`config.mk`:
```
export PLATFORM = sky130hd
export DESIGN_NAME = robot_controller
export DESIGN_NICKNAME = d
export VERILOG_FILES = /design/src/rtl/robot_controller.sv
export SDC_FILE = /design/constraint.sdc
export NUM_CORES = 1
export LEC_CHECK = 0
export ABC_AREA = 1
export BUFFER_PORTS_ARGS = -buffer_cell sky130_fd_sc_hd__buf_2
export CORE_MARGIN = 2
export CORE_UTILIZATION = 53
export DETAILED_ROUTE_END_ITERATION = 6
export GPL_ROUTABILITY_DRIVEN = 1
export PLACE_DENSITY = 0.77
export SETUP_SLACK_MARGIN = 0.02
export SLEW_MARGIN = 15
export SYNTH_ARGS = -nofsm -noshare
export SYNTH_HDL_FRONTEND = slang
export SYNTH_SLANG_ARGS = --single-unit
export TNS_END_PERCENT = 50
```
`constraint.sdc`:
```
create_clock -name clk_i -period 2.84 [get_ports clk_i]
set_input_delay 0.71 -clock clk_i [delete_from_list [all_inputs] [get_ports clk_i]]
set_output_delay 0.71 -clock clk_i [all_outputs]
set_load 0.05 [all_outputs]
```
`src/rtl/robot_controller.sv`:
```
// Line-follower sequencer: shared PWM timebase, sensor synchroniser and steering FSM.
// Define ROBOT_CTL_LOST_SEARCH_EN to make LOST spin toward the last side seen.
module robot_controller #(
   parameter int unsigned PERIOD       = 2_000_000,
   parameter int unsigned LOST_PERIODS = 25
) (
   input  logic        clk_i,
   input  logic        rst_ni,
   input  logic        enable_i,
   input  logic [2:0]  sensor_i,
   output logic [20:0] count_out_o,
   output logic        motor_l_dir_o,
   output logic        motor_l_stop_o,
   output logic        motor_r_dir_o,
   output logic        motor_r_stop_o,
   output logic [2:0]  state_out_o
);

   typedef enum logic [2:0] {
      StIdle    = 3'd0,
      StForward = 3'd1,
      StGentleL = 3'd2,
      StSharpL  = 3'd3,
      StGentleR = 3'd4,
      StSharpR  = 3'd5,
      StLost    = 3'd6
   } state_e;

   localparam logic [20:0] CountMax = 21'(PERIOD - 1);
   localparam logic [7:0]  LostLim  = 8'(LOST_PERIODS);

   state_e      state_q, state_d;
   logic [20:0] count_q;
   logic [2:0]  sync1_q, sync2_q;
   logic [7:0]  lost_q, lost_d, lost_inc;
   logic        boundary;
   logic        l_stop_q, l_dir_q, r_stop_q, r_dir_q;
   logic        l_stop_d, l_dir_d, r_stop_d, r_dir_d;
`ifdef ROBOT_CTL_LOST_SEARCH_EN
   logic        last_left_q, last_left_d;
`endif

   assign boundary = (count_q == CountMax);
   assign lost_inc = (lost_q == 8'hFF) ? lost_q : lost_q + 8'd1;

   always_comb begin
      state_d = state_q;
      lost_d  = lost_q;
      if (!enable_i) begin
         state_d = StIdle;
         lost_d  = '0;
      end else begin
         lost_d = '0;
         unique case (sync2_q)
            3'b010, 3'b111: state_d = StForward;
            3'b110:         state_d = StGentleL;
            3'b100:         state_d = StSharpL;
            3'b011:         state_d = StGentleR;
            3'b001:         state_d = StSharpR;
            3'b101: begin
               // Ambiguous pattern: keep steering, but a parked robot still starts.
               if (state_q == StIdle) state_d = StForward;
            end
            3'b000: begin
               lost_d = lost_inc;
               if (lost_inc >= LostLim) state_d = StLost;
            end
            default: state_d = state_q;
         endcase
      end
   end

`ifdef ROBOT_CTL_LOST_SEARCH_EN
   always_comb begin
      last_left_d = last_left_q;
      if (state_d == StGentleL || state_d == StSharpL) last_left_d = 1'b1;
      if (state_d == StGentleR || state_d == StSharpR) last_left_d = 1'b0;
   end
`endif

   always_comb begin
      {l_stop_d, l_dir_d, r_stop_d, r_dir_d} = 4'b1010;
      unique case (state_d)
         StIdle:    {l_stop_d, l_dir_d, r_stop_d, r_dir_d} = 4'b1010;
         StForward: {l_stop_d, l_dir_d, r_stop_d, r_dir_d} = 4'b0001;
         StGentleL: {l_stop_d, l_dir_d, r_stop_d, r_dir_d} = 4'b1001;
         StSharpL:  {l_stop_d, l_dir_d, r_stop_d, r_dir_d} = 4'b0101;
         StGentleR: {l_stop_d, l_dir_d, r_stop_d, r_dir_d} = 4'b0010;
         StSharpR:  {l_stop_d, l_dir_d, r_stop_d, r_dir_d} = 4'b0000;
         StLost: begin
`ifdef ROBOT_CTL_LOST_SEARCH_EN
            {l_stop_d, l_dir_d, r_stop_d, r_dir_d} = last_left_d ? 4'b0101 : 4'b0000;
`else
            {l_stop_d, l_dir_d, r_stop_d, r_dir_d} = 4'b1010;
`endif
         end
         default:   {l_stop_d, l_dir_d, r_stop_d, r_dir_d} = 4'b1010;
      endcase
   end

   // State and motor outputs only move on the wrap edge so no PWM pulse is cut short.
   always_ff @(posedge clk_i or negedge rst_ni) begin
      if (!rst_ni) begin
         count_q  <= '0;
         sync1_q  <= '0;
         sync2_q  <= '0;
         state_q  <= StIdle;
         lost_q   <= '0;
         l_stop_q <= 1'b1;
         l_dir_q  <= 1'b0;
         r_stop_q <= 1'b1;
         r_dir_q  <= 1'b0;
`ifdef ROBOT_CTL_LOST_SEARCH_EN
         last_left_q <= 1'b0;
`endif
      end else begin
         count_q <= boundary ? '0 : count_q + 21'd1;
         sync1_q <= sensor_i;
         sync2_q <= sync1_q;
         if (boundary) begin
            state_q  <= state_d;
            lost_q   <= lost_d;
            l_stop_q <= l_stop_d;
            l_dir_q  <= l_dir_d;
            r_stop_q <= r_stop_d;
            r_dir_q  <= r_dir_d;
`ifdef ROBOT_CTL_LOST_SEARCH_EN
            last_left_q <= last_left_d;
`endif
         end
      end
   end

   assign count_out_o    = count_q;
   assign state_out_o    = state_q;
   assign motor_l_stop_o = l_stop_q;
   assign motor_l_dir_o  = l_dir_q;
   assign motor_r_stop_o = r_stop_q;
   assign motor_r_dir_o  = r_dir_q;

endmodule
```
==> impl_metrics.yaml, run 1 <==
run_status:
  outcome: "finished, final reports clean"
timing:
  hold_slack_ps: 352
  final-max-slew-violation-count: 0
  grt_setup_unrepaired: "false"
  period_needed_ps: 1860
  max_slew_margin_pct: 40.7
  timing.final.crit_share_pct: 65.6
  fmaxAchievable_mhz: 536
  clock-skew-final_ps: 13.4
  finalHoldViolCount: 0
  tightestPinTransition_ps: 889
  final.setup.tns_ps: 0
  setup_viol_count_final: 0
detailed_routing:
  number_of_drc_markers_in_iteration_0: 131
  dr.pass1.iters: 4
  post_drt_via_cell_ratio: 5.13
  detail_route.wirelength_um: 4520
  ant_nets: 0
  drt-wirelength-per-cell_um: 11.6
  vias: 2001
  drc_errors: 0
synthesis:
  ys.flop_type: "dfrtp_1"
  netlist_instances: 301
  syn-mean-instance-area_um2: 7.71
  synth-warning-count: 0
  synth_nets: 309
  ys_types: 37
  ys_seq_elements: 42
  synth-edff-count: 0
  asyncSetResetFlopFracSynth_pct: 100
  portion_of_the_post_synthesis_area_used_by_sequential_elements_pct: 45.4
  post_synth_instance_area_um2: 2320
global_route:
  initial_antenna_violation_count: 0
  grt_pass1_wl_um: 7970
  vias_in_the_first_global_route: 1814
  groute.usage.overall_pct: 20.0
  grt_max_degree: 43
  grt.overflow.total: 0
layout:
  layout-drive-gt1-share_pct: 21.9
  layout-area-overhead-vs-synth_pct: 14.1
  final_cell_area_um2: 2650
  total_nets_final: 345
  antenna_cells_inserted: 0
  most-common-layout-cells: "73 x nand2_1, 53 x inv_1, 40 x dfrtp_1"
  final_common_cell: "nand2_1"
place:
  final_hpwl_dp_um: 3340
  placement.cell_area_um2: 2530
  numPortBuffers: 33
  gp_congestion: 0.876
die:
  design.core.area_um2: 4290
  die_area_um2: 4920
  io_pins: 34
  fp-row-count: 24
  starting_density_pct: 54.0
  chipWidth_um: 70.2
  die_height_um: 70.2
worst_setup_path:
  reg2regPathDepth: 9
  cp_delay_by_family_top: "simple AND/OR/NAND/NOR gates"
  critical_path_peak_fanout: 13
  cp_slowest_stage_delay_ps: 410
  timing.setup.critical_path_class: "register to register"
  critPathArrivalTime_ps: 2080
  cp_cell_sequence: "ha_1 > nand2_1 > nor2_1 > nand2_1 > nor2_2 > nand4_2 > inv_2 > nand3_2 > o22ai_1"
  worstSetupStartpointType: "register"
  r2r_start: "count_out_o[0]"
  timing.reg2reg.setup_slack_ps: 980
  crit_required_ps: 3050
  reg2reg_to: "lost_q[7]"
  critical-path-top-cell-by-count: "nand2_1"
  cp_num_buf_inv: 1
  end_kind: "register"
  cpMaxStageDelayCell: "dfrtp_1"
clock_tree:
  cts-root-to-sink-buffers: 2
  clock-sinks: 42
  worst_skew_pair.late_latency_ps: 290
  cts_resized: 0
  clock_tree_from_tritoncts: "built"
  cts_hold_repair.buffers: 0
  cts-root-buf: "clkbuf_8"
  cts_max_level: 2
  cts_made_buffers: 5
  clock_pin_slew_reported_for_the_worst_setup_and_hold_paths_after_clock_tree_synthesis_ps: 80
  post-cts-setup-buffer-count: 0
worst_hold_path:
  whs_path_depth: 0
  whs_endpoint: "sync2_q[2]"
  holdCritStartpoint: "sync1_q[2]"
  hold_path.class: "register to register"
flow_run:
  max_cap_viol_count: 0
power_and_ir_drop:
  p_leak_nw: 1.51
  vdd_drop_max_mv: 0.341
  pwr_density_cell_nw_per_um2: 425
## metrics by stage
stage	power, mW	setup slack, ps	util (%)	cells
global route	1.17	691	61.7	390
CTS	1.14	925	61.7	390
finish	1.13	976	61.7	390
global placement	0.650	985	58.9	382
detailed placement	0.651	945	58.9	382
floorplan	0.633	783	-	301
## worst register-to-register path, stage by stage (launching register included)
cell and delay [ps]:
dfrtp_1 410, ha_1 200, nand2_1 60, nor2_1 150, nand2_1 100, nor2_2 140
nand4_2 110, inv_2 210, nand3_2 220, o22ai_1 190
## Yosys cell counts, drive strengths merged, types with 2 or more instances
cell,count,area share [%]
a21oi,8,2.0
a31oi,2,0.54
buf,4,0.97
dfrtp,40,43
dfstp,2,2.3
ha,2,1.1
inv,56,9.1
nand2,81,14
nand3,18,4.5
nand4,11,3.2
nor2,34,7.3
nor3,5,1.3
nor4,3,0.81
o21ai,15,3.2
o21bai,2,0.65
o22ai,6,1.6
xor2,3,1.1
## final cells by class
type                    instances  area (um^2)
well taps                      52         65.1
clock buffers                   7         86.3
flip-flops and latches         42         1050
inverters                      56          210
multi-input cells             198         1030
fillers                       403         1650
clock inverters                 1         30.0
repair buffers                 34          173
## cells by family (layout without fill, tap and decap cells)
kind of cell               after synthesis  after routing  share of synthesized area, %
and+or+nand+nor                        155            155                          32.3
buffers and inverters                   61             98                          10.2
DFF                                     42             42                          45.4
AOI/OAI and AO/OA                       37             37                          9.55
xor gates and xnor gates                 4              4                          1.51
adders and majority gates                2              2                          1.08
## where the power goes
part	leakage, nW	switching, mW	internal [mW]
sequential	0.494	0.00198	0.602
combinational	0.957	0.0254	0.00833
clock	0.0585	0.201	0.287
## metal layers
metal  vias up  share of wire [%]  global-route usage (%)
met3         4                5.0                    3.90
met1       910                 51                    28.4
met4         0               0.84                    5.56
met5         -                  0                       0
met2        58                 43                    31.6
li1       1029                  -                       -
## flip-flops by register name, indices dropped and copies added (netlist names)
| name | flops |
|---|---|
| sync2_q | 3 |
| count_out_o | 21 |
| lost_q | 8 |
| motor_l_dir_o | 1 |
| motor_r_dir_o | 1 |
| motor_l_stop_o | 1 |
| state_out_o | 3 |
| motor_r_stop_o | 1 |
| sync1_q | 3 |
## worst max-delay path by stage
stage                   start             to  cells after the start
3_5_place_dp   count_out_o[0]      lost_q[7]                      9
3_3_place_gp   count_out_o[0]      lost_q[7]                      9
5_1_grt        count_out_o[0]      lost_q[7]                      9
2_1_floorplan  count_out_o[0]  motor_r_dir_o                     11
4_1_cts        count_out_o[0]      lost_q[7]                      9
6_report       count_out_o[0]      lost_q[7]                      9
No activity file was read; power rests on OpenSTA's default activity.
==> run 2: changes to the inputs <==
--- a/config.mk
+++ b/config.mk
@@ -8,7 +8,7 @@
 export ABC_AREA = 1
 export BUFFER_PORTS_ARGS = -buffer_cell sky130_fd_sc_hd__buf_2
 export CORE_MARGIN = 2
-export CORE_UTILIZATION = 53
+export CORE_UTILIZATION = 51
 export DETAILED_ROUTE_END_ITERATION = 6
 export GPL_ROUTABILITY_DRIVEN = 1
 export PLACE_DENSITY = 0.77
==> constraint.sdc (replaced) <==
create_clock -name clk_i -period 1.6 [get_ports clk_i]
set_input_delay 0.4 -clock clk_i [delete_from_list [all_inputs] [get_ports clk_i]]
set_output_delay 0.4 -clock clk_i [all_outputs]
set_load 0.05 [all_outputs]
==> run 2 against run 1 <==
Compared with the run above: the flow now finishes with violations (setup timing); non-clock buffer count increased by 35; critical endpoint is now motor_r_dir_o; first-iteration DRC count decreased by 21%; highest routed layer unchanged; core utilization is 11 points higher; critical path type unchanged; combinational power is 110% higher.
==> impl_metrics.yaml, run 2 (synthesis gave the netlist of run 1 again) <==
global_route:
  grt_max_degree: 29
  vias_in_the_first_global_route: 2096
  groute.usage.overall_pct: 23.2
  initial_antenna_violation_count: 0
  grt_pass1_wl_um: 9400
  grt.overflow.total: 0
worst_setup_path:
  cp_slowest_stage_delay_ps: 430
  critPathArrivalTime_ps: 1960
  end_kind: "register"
  cp_delay_by_family_top: "simple AND/OR/NAND/NOR gates"
  critical-path-top-cell-by-count: "nand2_1"
  cp.depth: 16
  cp_cell_sequence: "buf_6 > nand2_4 > nor2_4 > nand2_1 > nand2_1 > nand2_2 > nand2_2 > nor2_4 > nand3_2 > nand2_1 > nand2_1 > nand2_2 > nand2_4 > nand3_2 > nand2_1 > inv_1"
  cp_num_buf_inv: 2
  crit_required_ps: 1800
  reg2regPathDepth: 16
  worstSetupStartpointType: "register"
  critical_path_peak_fanout: 4
  cpMaxStageDelayCell: "dfrtp_1"
  timing.setup.critical_path_class: "register to register"
power_and_ir_drop:
  pwr_density_cell_nw_per_um2: 632
  vdd_drop_max_mv: 0.521
  total_power_mw: 1.99
  p_leak_nw: 1.74
layout:
  total_nets_final: 380
  largest_reg_flops: 21
  antenna_cells_inserted: 0
  final_common_cell: "nand2_1"
  layout-area-overhead-vs-synth_pct: 35.7
  filler_cell_count: 297
  most-common-layout-cells: "61 x nand2_1, 49 x inv_1, 33 x dfrtp_1, 33 x buf_4, 32 x buf_2"
  register_area_um2: 1060
  layout-drive-gt1-share_pct: 40.8
  multiInputGateArea_um2: 1230
timing:
  final.setup.tns_ps: -938
  hold_slack_ps: 0.997
  timing.final.crit_share_pct: 110
  finalHoldViolCount: 0
  tightestPinTransition_ps: 365
  grt_setup_unrepaired: "true"
  final-max-slew-violation-count: 0
  period_needed_ps: 1750
  fmaxAchievable_mhz: 570
  max_slew_margin_pct: 75.7
  setup_viol_count_final: 9
  layout_setup_ws_ps: -154
  clock-skew-final_ps: 6.57
die:
  io_pins: 34
  die_height_um: 71.4
  starting_density_pct: 53.3
  die_area_um2: 5100
  design.core.area_um2: 4350
  fp-row-count: 24
  chipWidth_um: 71.4
clock_tree:
  clock_pin_slew_reported_for_the_worst_setup_and_hold_paths_after_clock_tree_synthesis_ps: 80
  clock_tree_from_tritoncts: "built"
  cts-root-buf: "clkbuf_8"
  cts-root-to-sink-buffers: 2
  cts_max_level: 2
  cts_made_buffers: 5
  worst_skew_pair.late_latency_ps: 300
  clock-sinks: 42
run_status:
  outcome: "finished, violations left"
  failed_checks: "setup timing"
place:
  place_worst_setup_slack_ps: -181
  final_hpwl_dp_um: 3900
  gp_congestion: 0.848
  numPortBuffers: 33
flow_run:
  max_cap_viol_count: 0
worst_hold_path:
  hold_path.class: "input port to asynchronous set/reset pin"
detailed_routing:
  vias: 2205
  post_drt_via_cell_ratio: 5.19
  number_of_drc_markers_in_iteration_0: 103
  dr.pass1.iters: 4
  drc_errors: 0
  ant_nets: 0
  detail_route.wirelength_um: 5660
  drt-wirelength-per-cell_um: 13.3
run 2: cell types whose count changed in the layout (fill, tap and decap cells not counted), sizes merged:
| cell | before | now |
|---|---|---|
| buf | 34 | 69 |
| clkinv | 0 | 2 |
| clkbuf | 7 | 5 |
run 2: cell type report:
| class | count | area share, % |
|---|---|---|
| Tap cell | 52 | 2.07 |
| Clock buffer | 5 | 2.19 |
| Clock inverter | 3 | 1.27 |
| Sequential cell | 42 | 33.8 |
| Timing Repair Buffer | 69 | 14.7 |
| Inverter | 56 | 6.84 |
| Multi-Input combinational cell | 198 | 39.2 |
run 2: repair_timing:
item,4_1_cts,5_1_grt
hold endpoints to repair,0,0
hold buffers,0,0
buffers inserted,4,3
gates resized for setup,15,37
pin swaps,2,18
setup endpoints to repair,22,31
run 2: where the power goes:
group	switching, mW	total (mW)	internal, mW
clock network	0.386	0.846	0.460
registers	0.00375	1.07	1.07
logic	0.0504	0.0712	0.0208
run 2: metal layers:
| metal | vias up | track usage, % | wire length (um) |
|---|---|---|---|
| met3 | 7 | 4.64 | 217 |
| met1 | 1053 | 31.3 | 2610 |
| met5 | - | 0 | 0 |
| met2 | 47 | 38.4 | 2760 |
| met4 | 0 | 6.29 | 78 |
| li1 | 1098 | - | - |
run 2: final timing paths:
path	from	to	slack [ps]
worst max-delay path	lost_q[1]	motor_r_dir_o	-150
worst min-delay path	rst_ni	state_out_o[2]	1
worst max register to register	lost_q[1]	motor_r_dir_o	-150
worst min register to register	sync1_q[0]	sync2_q[0]	360
max in group asynchronous	rst_ni	motor_r_stop_o	1060
min in group clk_i	sensor_i[1]	sync1_q[1]	200
run 2: through the flow:
step | std cells | area [um^2] | utilization [%]
6_report | 425 | 3150 | 72.3
5_1_grt | 425 | 3150 | 72.3
4_1_cts | 422 | 2990 | 68.7
3_5_place_dp | 410 | 2800 | 64.3
3_3_place_gp | 410 | 2800 | 64.3
2_1_floorplan | 301 | 2390 | -
==> run 3: changes to the inputs <==
--- a/config.mk
+++ b/config.mk
@@ -7,12 +7,14 @@
 export LEC_CHECK = 0
 export ABC_AREA = 1
 export BUFFER_PORTS_ARGS = -buffer_cell sky130_fd_sc_hd__buf_2
+export CAP_MARGIN = 15
 export CORE_MARGIN = 2
 export CORE_UTILIZATION = 51
 export DETAILED_ROUTE_END_ITERATION = 6
 export GPL_ROUTABILITY_DRIVEN = 1
 export PLACE_DENSITY = 0.77
 export SETUP_SLACK_MARGIN = 0.02
+export SKIP_LAST_GASP = 1
 export SLEW_MARGIN = 15
 export SYNTH_ARGS = -nofsm -noshare
 export SYNTH_HDL_FRONTEND = slang
==> run 3 against run 2 <==
Compared with the run above: the run still ends with setup timing left; global-route usage is essentially flat; non-clock buffer count is 1 lower; worst setup slack improved by 5.9 ps; combinational power barely moved; critical path type unchanged.
==> impl_metrics.yaml, run 3 (synthesis gave the netlist of run 1 again) <==
run_status:
  outcome: "finished, violations left"
  failed_checks: "setup timing"
timing:
  fmaxAchievable_mhz: 572
  final-max-slew-violation-count: 0
  timing.final.crit_share_pct: 109
  period_needed_ps: 1750
  max_slew_margin_pct: 76.0
  clock-skew-final_ps: 7.91
  layout_setup_ws_ps: -148
  finalHoldViolCount: 0
  setup_viol_count_final: 16
  grt_setup_unrepaired: "true"
  hold_slack_ps: 0.672
  tightestPinTransition_ps: 359
clock_tree:
  clock_tree_from_tritoncts: "built"
  cts_max_level: 2
  worst_skew_pair.late_latency_ps: 300
  clock_pin_slew_reported_for_the_worst_setup_and_hold_paths_after_clock_tree_synthesis_ps: 90
  cts_made_buffers: 5
  clock-sinks: 42
  cts-root-to-sink-buffers: 2
  cts-root-buf: "clkbuf_8"
die:
  design.core.area_um2: 4350
  chipWidth_um: 71.4
  fp-row-count: 24
  io_pins: 34
  starting_density_pct: 53.3
  die_height_um: 71.4
  die_area_um2: 5100
detailed_routing:
  vias: 2207
  drc_errors: 0
  number_of_drc_markers_in_iteration_0: 166
  dr.pass1.iters: 4
  ant_nets: 0
  drt-wirelength-per-cell_um: 13.1
  detail_route.wirelength_um: 5570
  post_drt_via_cell_ratio: 5.21
worst_setup_path:
  crit_required_ps: 1800
  end_kind: "register"
  critPathArrivalTime_ps: 1950
  critical_path_peak_fanout: 5
  timing.setup.critical_path_class: "register to register"
  worstSetupStartpointType: "register"
layout:
  largest_reg_flops: 21
  total_nets_final: 379
  layout-area-overhead-vs-synth_pct: 34.1
  most-common-layout-cells: "62 x nand2_1, 51 x inv_1, 33 x dfrtp_1, 33 x buf_2, 32 x buf_4"
  filler_cell_count: 304
  layout-drive-gt1-share_pct: 39.0
  antenna_cells_inserted: 0
  final_common_cell: "nand2_1"
worst_hold_path:
  hold_path.class: "input port to asynchronous set/reset pin"
power_and_ir_drop:
  vdd_drop_max_mv: 0.520
  p_leak_nw: 1.73
  pwr_density_cell_nw_per_um2: 639
flow_run:
  max_cap_viol_count: 0
place:
  numPortBuffers: 33
  place_worst_setup_slack_ps: -181
  final_hpwl_dp_um: 3900
  gp_congestion: 0.848
global_route:
  vias_in_the_first_global_route: 2096
  groute.usage.overall_pct: 23.2
  grt_max_degree: 29
  initial_antenna_violation_count: 0
  grt_pass1_wl_um: 9390
  grt.overflow.total: 0
-- run 3: report_power, final --
group	internal (mW)	switching (mW)
combinational	0.0208	0.0503
sequential	1.07	0.00376
clock	0.460	0.384
-- run 3: worst max-delay path, cell delays in order, from the launching register on --
cell and delay (ps):
dfrtp_1 480, nand2_2 130, nor2_2 160, nand2_1 70, nand2_1 90, nand2_2 60
nand2_2 100, nor2_4 50, nand3_2 60, nand2_1 50, nand2_1 70, nand2_2 60
nand2_4 80, nand3_2 80, nand2_1 70, inv_1 30
-- run 3: path summary, 6_finish.rpt --
check	startpoint	end	slack, ps	depth (start not counted)
worst min register to register	sync1_q[0]	sync2_q[0]	360	0
worst max register to register	lost_q[3]	motor_r_dir_o	-150	15
max in group asynchronous	rst_ni	motor_r_stop_o	1070	2
worst min-delay path	rst_ni	count_out_o[19]	0.7	1
worst max-delay path	lost_q[3]	motor_r_dir_o	-150	15
min in group clk_i	sensor_i[1]	sync1_q[1]	200	1
-- run 3: what timing repair did --
item / CTS / global route
buffers inserted: 4 / 2
hold endpoints to repair: 0 / 0
endpoints found under the setup margin: 22 / 31
hold buffers: 0 / 0
pin swaps: 2 / 18
resized for setup: 12 / 28
-- run 3: layer usage --
layer | up-vias | track usage [%] | part of all wire [%]
met5 | - | 0 | 0
met4 | 0 | 6.29 | 0.79
met3 | 4 | 4.64 | 5.6
met2 | 67 | 38.4 | 49
met1 | 1037 | 31.2 | 45
li1 | 1099 | - | -
-- run 3: final cells by class --
type	instances	area, um^2	area share, %
Inverter	56	213	6.84
Tap cell	52	65.1	2.09
Timing Repair Buffer	68	448	14.4
Multi-Input combinational cell	198	1210	39.0
Clock buffer	5	68.8	2.21
Sequential cell	42	1060	34.2
Clock inverter	3	40.0	1.29
-- run 3: per-stage QoR --
step | area (um^2) | power, mW | setup TNS, ps | instances | util, %
4_1_cts | 2990 | 2.01 | -550 | 422 | 68.6
6_report | 3110 | 1.99 | -909 | 424 | 71.4
3_5_place_dp | 2800 | 1.16 | -1220 | 410 | 64.3
5_1_grt | 3110 | 2.05 | -3870 | 424 | 71.4
3_3_place_gp | 2800 | 1.16 | -656 | 410 | 64.3
2_1_floorplan | 2390 | 1.12 | -2560 | 301 | -
